**src/rtl/shr_operand_fifo_pkg.sv**
```systemverilog
// Shared definitions for the SHR operand FIFO: default geometry and width helpers.
package shr_operand_fifo_pkg;

    // Default operand width; matches the downstream SHR DATAWIDTH.
    localparam int DATAWIDTH_DEF = 2;

    // Default number of FIFO entries (power of two, >= 2).
    localparam int DEPTH_DEF = 4;

    // Occupancy counter width: must be able to hold the value DEPTH itself.
    function automatic int cnt_w(input int depth);
        return $clog2(depth) + 1;
    endfunction

endpackage

```
**src/rtl/shr_operand_fifo_ptr_ctr.sv**
```systemverilog
// Pointer / occupancy controller for the SHR operand FIFO.
// Owns wr_ptr, rd_ptr and count. Decides whether push and pop are accepted.
// Derives registered full/empty from count (never from pointer equality).
// Holds the sticky overflow/underflow flags.
module fifo_ptr_ctr
    import shr_operand_fifo_pkg::*;
#(
    parameter int DEPTH = DEPTH_DEF
) (
    input  logic                      Clk,
    input  logic                      Rst,
    input  logic                      push,
    input  logic                      pop,
    output logic [$clog2(DEPTH)-1:0]  wr_ptr,
    output logic [$clog2(DEPTH)-1:0]  rd_ptr_nxt,
    output logic                      push_acc,
    output logic                      head_empty_nxt,
    output logic [cnt_w(DEPTH)-1:0]   count,
    output logic                      empty,
    output logic                      full,
    output logic                      ovf,
    output logic                      unf
);

    localparam int PTR_W = $clog2(DEPTH);
    localparam int CNT_W = cnt_w(DEPTH);

    logic [PTR_W-1:0] wr_ptr_r;
    logic [PTR_W-1:0] rd_ptr_r;
    logic [CNT_W-1:0] count_r;
    logic             empty_r;
    logic             full_r;
    logic             ovf_r;
    logic             unf_r;

    logic             push_acc_s;
    logic             pop_acc_s;
    logic [PTR_W-1:0] wr_ptr_nxt_s;
    logic [PTR_W-1:0] rd_ptr_nxt_s;
    logic [CNT_W-1:0] count_nxt_s;
    logic             ovf_nxt_s;
    logic             unf_nxt_s;

    // Accept decisions and next-state values for pointers, count and sticky flags.
    always_comb begin
        push_acc_s   = 1'b0;
        pop_acc_s    = 1'b0;
        wr_ptr_nxt_s = wr_ptr_r;
        rd_ptr_nxt_s = rd_ptr_r;
        count_nxt_s  = count_r;

        // Pop needs a valid head. A full FIFO always has one, so it frees a slot for push.
        pop_acc_s  = pop & ~empty_r;
        push_acc_s = push & (~full_r | pop);

        if (push_acc_s) begin
            wr_ptr_nxt_s = wr_ptr_r + PTR_W'(1);
        end else begin
            wr_ptr_nxt_s = wr_ptr_r;
        end

        if (pop_acc_s) begin
            rd_ptr_nxt_s = rd_ptr_r + PTR_W'(1);
        end else begin
            rd_ptr_nxt_s = rd_ptr_r;
        end

        case ({push_acc_s, pop_acc_s})
            2'b10:   count_nxt_s = count_r + CNT_W'(1);
            2'b01:   count_nxt_s = count_r - CNT_W'(1);
            default: count_nxt_s = count_r;
        endcase

        ovf_nxt_s = ovf_r | (push & ~push_acc_s);
        unf_nxt_s = unf_r | (pop & ~pop_acc_s);
    end

    // Pointer, occupancy and flag registers; reset discards all entries at once.
    always_ff @(posedge Clk or negedge Rst) begin
        if (!Rst) begin
            wr_ptr_r <= {PTR_W{1'b0}};
            rd_ptr_r <= {PTR_W{1'b0}};
            count_r  <= {CNT_W{1'b0}};
            empty_r  <= 1'b1;
            full_r   <= 1'b0;
            ovf_r    <= 1'b0;
            unf_r    <= 1'b0;
        end else begin
            wr_ptr_r <= wr_ptr_nxt_s;
            rd_ptr_r <= rd_ptr_nxt_s;
            count_r  <= count_nxt_s;
            empty_r  <= (count_nxt_s == CNT_W'(0));
            full_r   <= (count_nxt_s == CNT_W'(DEPTH));
            ovf_r    <= ovf_nxt_s;
            unf_r    <= unf_nxt_s;
        end
    end

    assign wr_ptr         = wr_ptr_r;
    assign rd_ptr_nxt     = rd_ptr_nxt_s;
    assign push_acc       = push_acc_s;
    assign head_empty_nxt = (count_nxt_s == CNT_W'(0));
    assign count          = count_r;
    assign empty          = empty_r;
    assign full           = full_r;
    assign ovf            = ovf_r;
    assign unf            = unf_r;

endmodule

```
**src/rtl/shr_operand_fifo.sv**
```systemverilog
// Show-ahead FIFO of (a, sh_amt) operand pairs feeding the SHR shifter.
// The head entry is held in a register so a/sh_amt come straight from flops.
// The head register is loaded with the entry that will be at rd_ptr after the edge.
// It shows zero whenever the FIFO will be empty.
module shr_operand_fifo
    import shr_operand_fifo_pkg::*;
#(
    parameter int DATAWIDTH = DATAWIDTH_DEF,
    parameter int DEPTH     = DEPTH_DEF
) (
    input  logic                     Clk,
    input  logic                     Rst,
    input  logic                     push,
    input  logic [DATAWIDTH-1:0]     a_in,
    input  logic [DATAWIDTH-1:0]     sh_amt_in,
    input  logic                     pop,
    output logic [DATAWIDTH-1:0]     a,
    output logic [DATAWIDTH-1:0]     sh_amt,
    output logic                     empty,
    output logic                     full,
    output logic [cnt_w(DEPTH)-1:0]  count,
    output logic                     ovf,
    output logic                     unf
);

    localparam int PTR_W = $clog2(DEPTH);
    localparam int ENT_W = 2 * DATAWIDTH;

    logic [ENT_W-1:0] mem_r [DEPTH];
    logic [ENT_W-1:0] head_r;
    logic [ENT_W-1:0] head_nxt_s;
    logic [ENT_W-1:0] wr_data_s;

    logic [PTR_W-1:0] wr_ptr_s;
    logic [PTR_W-1:0] rd_ptr_nxt_s;
    logic             push_acc_s;
    logic             head_empty_nxt_s;

    assign wr_data_s = {a_in, sh_amt_in};

    fifo_ptr_ctr #(
        .DEPTH (DEPTH)
    ) u_ptr_ctr (
        .Clk            (Clk),
        .Rst            (Rst),
        .push           (push),
        .pop            (pop),
        .wr_ptr         (wr_ptr_s),
        .rd_ptr_nxt     (rd_ptr_nxt_s),
        .push_acc       (push_acc_s),
        .head_empty_nxt (head_empty_nxt_s),
        .count          (count),
        .empty          (empty),
        .full           (full),
        .ovf            (ovf),
        .unf            (unf)
    );

    // Entry storage; contents are deliberately not reset, occupancy lives in count.
    always_ff @(posedge Clk) begin
        if (push_acc_s) begin
            mem_r[wr_ptr_s] <= wr_data_s;
        end
    end

    // Next head value. Bypass the write data when the slot being written becomes the head.
    // That happens on a push into an empty FIFO, or on push+pop with a single entry.
    always_comb begin
        head_nxt_s = {ENT_W{1'b0}};
        if (head_empty_nxt_s) begin
            head_nxt_s = {ENT_W{1'b0}};
        end else if (push_acc_s && (wr_ptr_s == rd_ptr_nxt_s)) begin
            head_nxt_s = wr_data_s;
        end else begin
            head_nxt_s = mem_r[rd_ptr_nxt_s];
        end
    end

    // Registered head entry driving the SHR operands.
    always_ff @(posedge Clk or negedge Rst) begin
        if (!Rst) begin
            head_r <= {ENT_W{1'b0}};
        end else begin
            head_r <= head_nxt_s;
        end
    end

    assign a      = head_r[ENT_W-1:DATAWIDTH];
    assign sh_amt = head_r[DATAWIDTH-1:0];

endmodule

```
**config.mk**
```make
export PLATFORM = sky130hd
export DESIGN_NAME = shr_operand_fifo
export DESIGN_NICKNAME = d
export VERILOG_FILES = /design/src/rtl/shr_operand_fifo_pkg.sv /design/src/rtl/shr_operand_fifo_ptr_ctr.sv /design/src/rtl/shr_operand_fifo.sv
export SDC_FILE = /design/constraint.sdc
export NUM_CORES = 1
export LEC_CHECK = 0
export ABC_AREA = 1
export CORE_MARGIN = 4
export CORE_UTILIZATION = 35
export DETAILED_ROUTE_END_ITERATION = 10
export SYNTH_ARGS = -nofsm -noshare
export SYNTH_HDL_FRONTEND = slang
export SYNTH_HIERARCHICAL = 1
export SYNTH_SLANG_ARGS = --single-unit
```
**constraint.sdc**
```tcl
create_clock -name Clk -period 2.22 [get_ports Clk]
set_clock_uncertainty 0.15 [all_clocks]
set_input_delay 0.666 -clock Clk [delete_from_list [all_inputs] [get_ports Clk]]
set_output_delay 0.666 -clock Clk [all_outputs]
set_load 0.05 [all_outputs]
```
==> impl_metrics.tcl <==
set metrics [dict create \
    die_area_mm2 0.00540 \
    layout-drive-gt1-share 0.407 \
    yosys-top-cells-count "nand2_1 (34), inv_1 (30), edfxtp_1 (16)" \
    vias_per_cell 4.49 \
    n_antenna_cell 0 \
    antenna_found_initial 0 \
    crit_required_ps 2240 \
    hold_viol_final 0 \
    path_max_fanout 4 \
    num_rows 23 \
    grt_pass1_vias 1118 \
    worst_pin_slew_ps 304 \
    period_minus_slack_ps 2180 \
    start_kind "primary input" \
    drt-pass1-iter-count 4 \
    yosys.cell_count.top_type "nand2_1" \
    cts_sinks 31 \
    synth_seq_cells 31 \
    clk_latency_ps 270 \
    ys_seq_area_frac 0.571 \
    slew_headroom 0.797 \
    fin_total_pwr_uw 3440 \
    p_leak_uw 0.00103 \
    post-route-drc-count 0 \
    htreeDepth 2 \
    cap_violations 0 \
    criticalPathCategory "primary input to flip-flop" \
    report.final.slew_viol_count 0 \
    overflow 0 \
    pin_count 19 \
    synth_edf_count 16 \
    whs_ps 341 \
    synthFlopType "edfxtp_1" \
    hp-class "flip-flop to flip-flop" \
    avgRoutedWirePerCell_um 12.1 \
    drt_iter0_markers 67 \
    grt_use_total 0.126 \
    area.growth.synth_to_final_pct 39.8 \
    cts-root-buf "clkbuf_8" \
    grt_start_max_net_pins 11 \
    die_h_um 73.5 \
    outcome "completed" \
    grt_first_pass_wirelength_um 5100 \
    yosysTopAreaCell "edfxtp_1" \
    port_buffers 18 \
    synthTopCellsByArea "edfxtp_1 (32%), dfrtp_1 (23%), nand2_1 (8.5%), inv_1 (7.5%), nand3_1 (4.7%)" \
    ys_warn_count 6 \
    async_reset_ff_frac 0.484 \
    cts.clk_slew.worst_paths_ps 60 \
    start_util 0.367 \
    cts_buffers 5 \
    synth_cell_types 27 \
    setup_viol 0 \
    synth.avg_cell_area_um2 9.75 \
    fin_nets 213 \
    gp_congestion 0.835 \
    dpl.hpwl_um 2380 \
    end_kind "flip-flop" \
    netlist.area_leader.share 0.320 \
    syn-instance-count 154 \
    die_w_um 73.5 \
    fp.coreArea_mm2 0.00409 \
    p_per_area_mw_per_mm2 1640 \
    arrival_ps 2190 \
    n_fill_cell 365 \
    via_count 1141 \
    syn-num-nets 164 \
    routed_wl_um 3080 \
    cts_tree "done" \
    postRouteAntennaNets 0 \
    fmax_ghz 0.459 \
    clock_path_buffers 2 \
    syn-cell-area_mm2 0.00150 \
    period_share 0.981 \
    ir_drop_v 0.000470 \
]
repair_timing:
action	CTS	global route
pin swaps	3	3
gates resized for setup	13	8
hold buffers	0	0
setup buffers	1	5
endpoints found under the setup margin	20	4
metal layers:
metal,share of wire,up-vias,GRT usage
met5,0,-,0
met4,0.020,0,0.0604
met3,0.033,7,0.0287
met2,0.54,22,0.215
met1,0.41,542,0.149
li1,-,570,-
per-stage QoR:
stage                     instances  instance area [µm²]  worst slack (ps)  utilization  TNS [ps]
after detailed placement        240                 1920              -897        0.469    -10970
after CTS                       249                 2040              18.9        0.500         0
after global placement          240                 1920              -794        0.469     -9800
after floorplan                 154                 1530             -65.5            -      -262
final                           254                 2100              42.2        0.514         0
after global routing            254                 2100             -31.2        0.514      -112
sequential cells by signal, indices dropped and copies added, names as in the netlist:
register            flops
head_r                  4
mem_r                  16
u_ptr_ctr/count         3
u_ptr_ctr/empty         1
u_ptr_ctr/full          1
u_ptr_ctr/ovf           1
u_ptr_ctr/rd_ptr_r      2
u_ptr_ctr/unf           1
u_ptr_ctr/wr_ptr        2
cell type report:
cell class / instances / area (µm²) / share of cell area
clock inverters: 3 / 38.8 / 0.0185
well taps: 50 / 62.6 / 0.0298
repair buffers: 43 / 383 / 0.182
multi-input cells: 85 / 527 / 0.251
flip-flops and latches: 31 / 858 / 0.409
clock buffers: 5 / 68.8 / 0.0328
inverters: 37 / 161 / 0.0769
cells by family after synthesis:
group / count (synthesis) / share of synthesized area
adder cells (fa/ha/maj): 2 / 0.0217
AND/OR/NAND/NOR: 75 / 0.250
XOR/XNOR: 3 / 0.0225
flip-flops: 31 / 0.571
AO/OA/AOI/OAI: 5 / 0.0317
buffers and inverters: 38 / 0.103
worst max-delay path, stage by stage:
cell and delay (ps):
buf_12 110, inv_12 50, nand2_4 40, nand2_4 60
ha_4 150, inv_4 30, fa_2 520, nand2_2 50
o21ai_2 70, nand3_2 140, nor2_4 150, inv_4 60
nand2_1 70, nor2_2 30
cell usage in the layout (no fill, tap or decap), drive strengths merged:
cell	count
a31o	1
dfrtp	14
bufinv	1
edfxtp	16
clkbuf	6
nor2	17
a21oi	1
a21o	1
clkinv	2
inv	37
nand2	40
nand3	15
nand4	1
dfstp	1
clkdlybuf4s50	5
buf	37
xor2	2
nor3	2
ha	1
o21ai	2
xnor2	1
fa	1
worst paths after layout:
| kind | from | endpoint | slack, ps | cells past startpoint |
|---|---|---|---|---|
| max reg2reg | u_ptr_ctr/empty | head_r[3] | 140 | 11 |
| min | u_ptr_ctr/unf | u_ptr_ctr/unf | 340 | 1 |
| min in group asynchronous | Rst | u_ptr_ctr/count[0] | 470 | 1 |
| min reg2reg | u_ptr_ctr/unf | u_ptr_ctr/unf | 340 | 1 |
| max in group asynchronous | Rst | u_ptr_ctr/empty | 970 | 2 |
| max | pop | head_r[3] | 40 | 14 |
where the power goes:
part           switching, µW  total, µW  internal, µW  leakage [µW]
sequential               126        938           812      0.000318
clock                    193        520           328     0.0000556
combinational           1160       1980           823      0.000652
No activity file was read; power rests on OpenSTA's default activity.
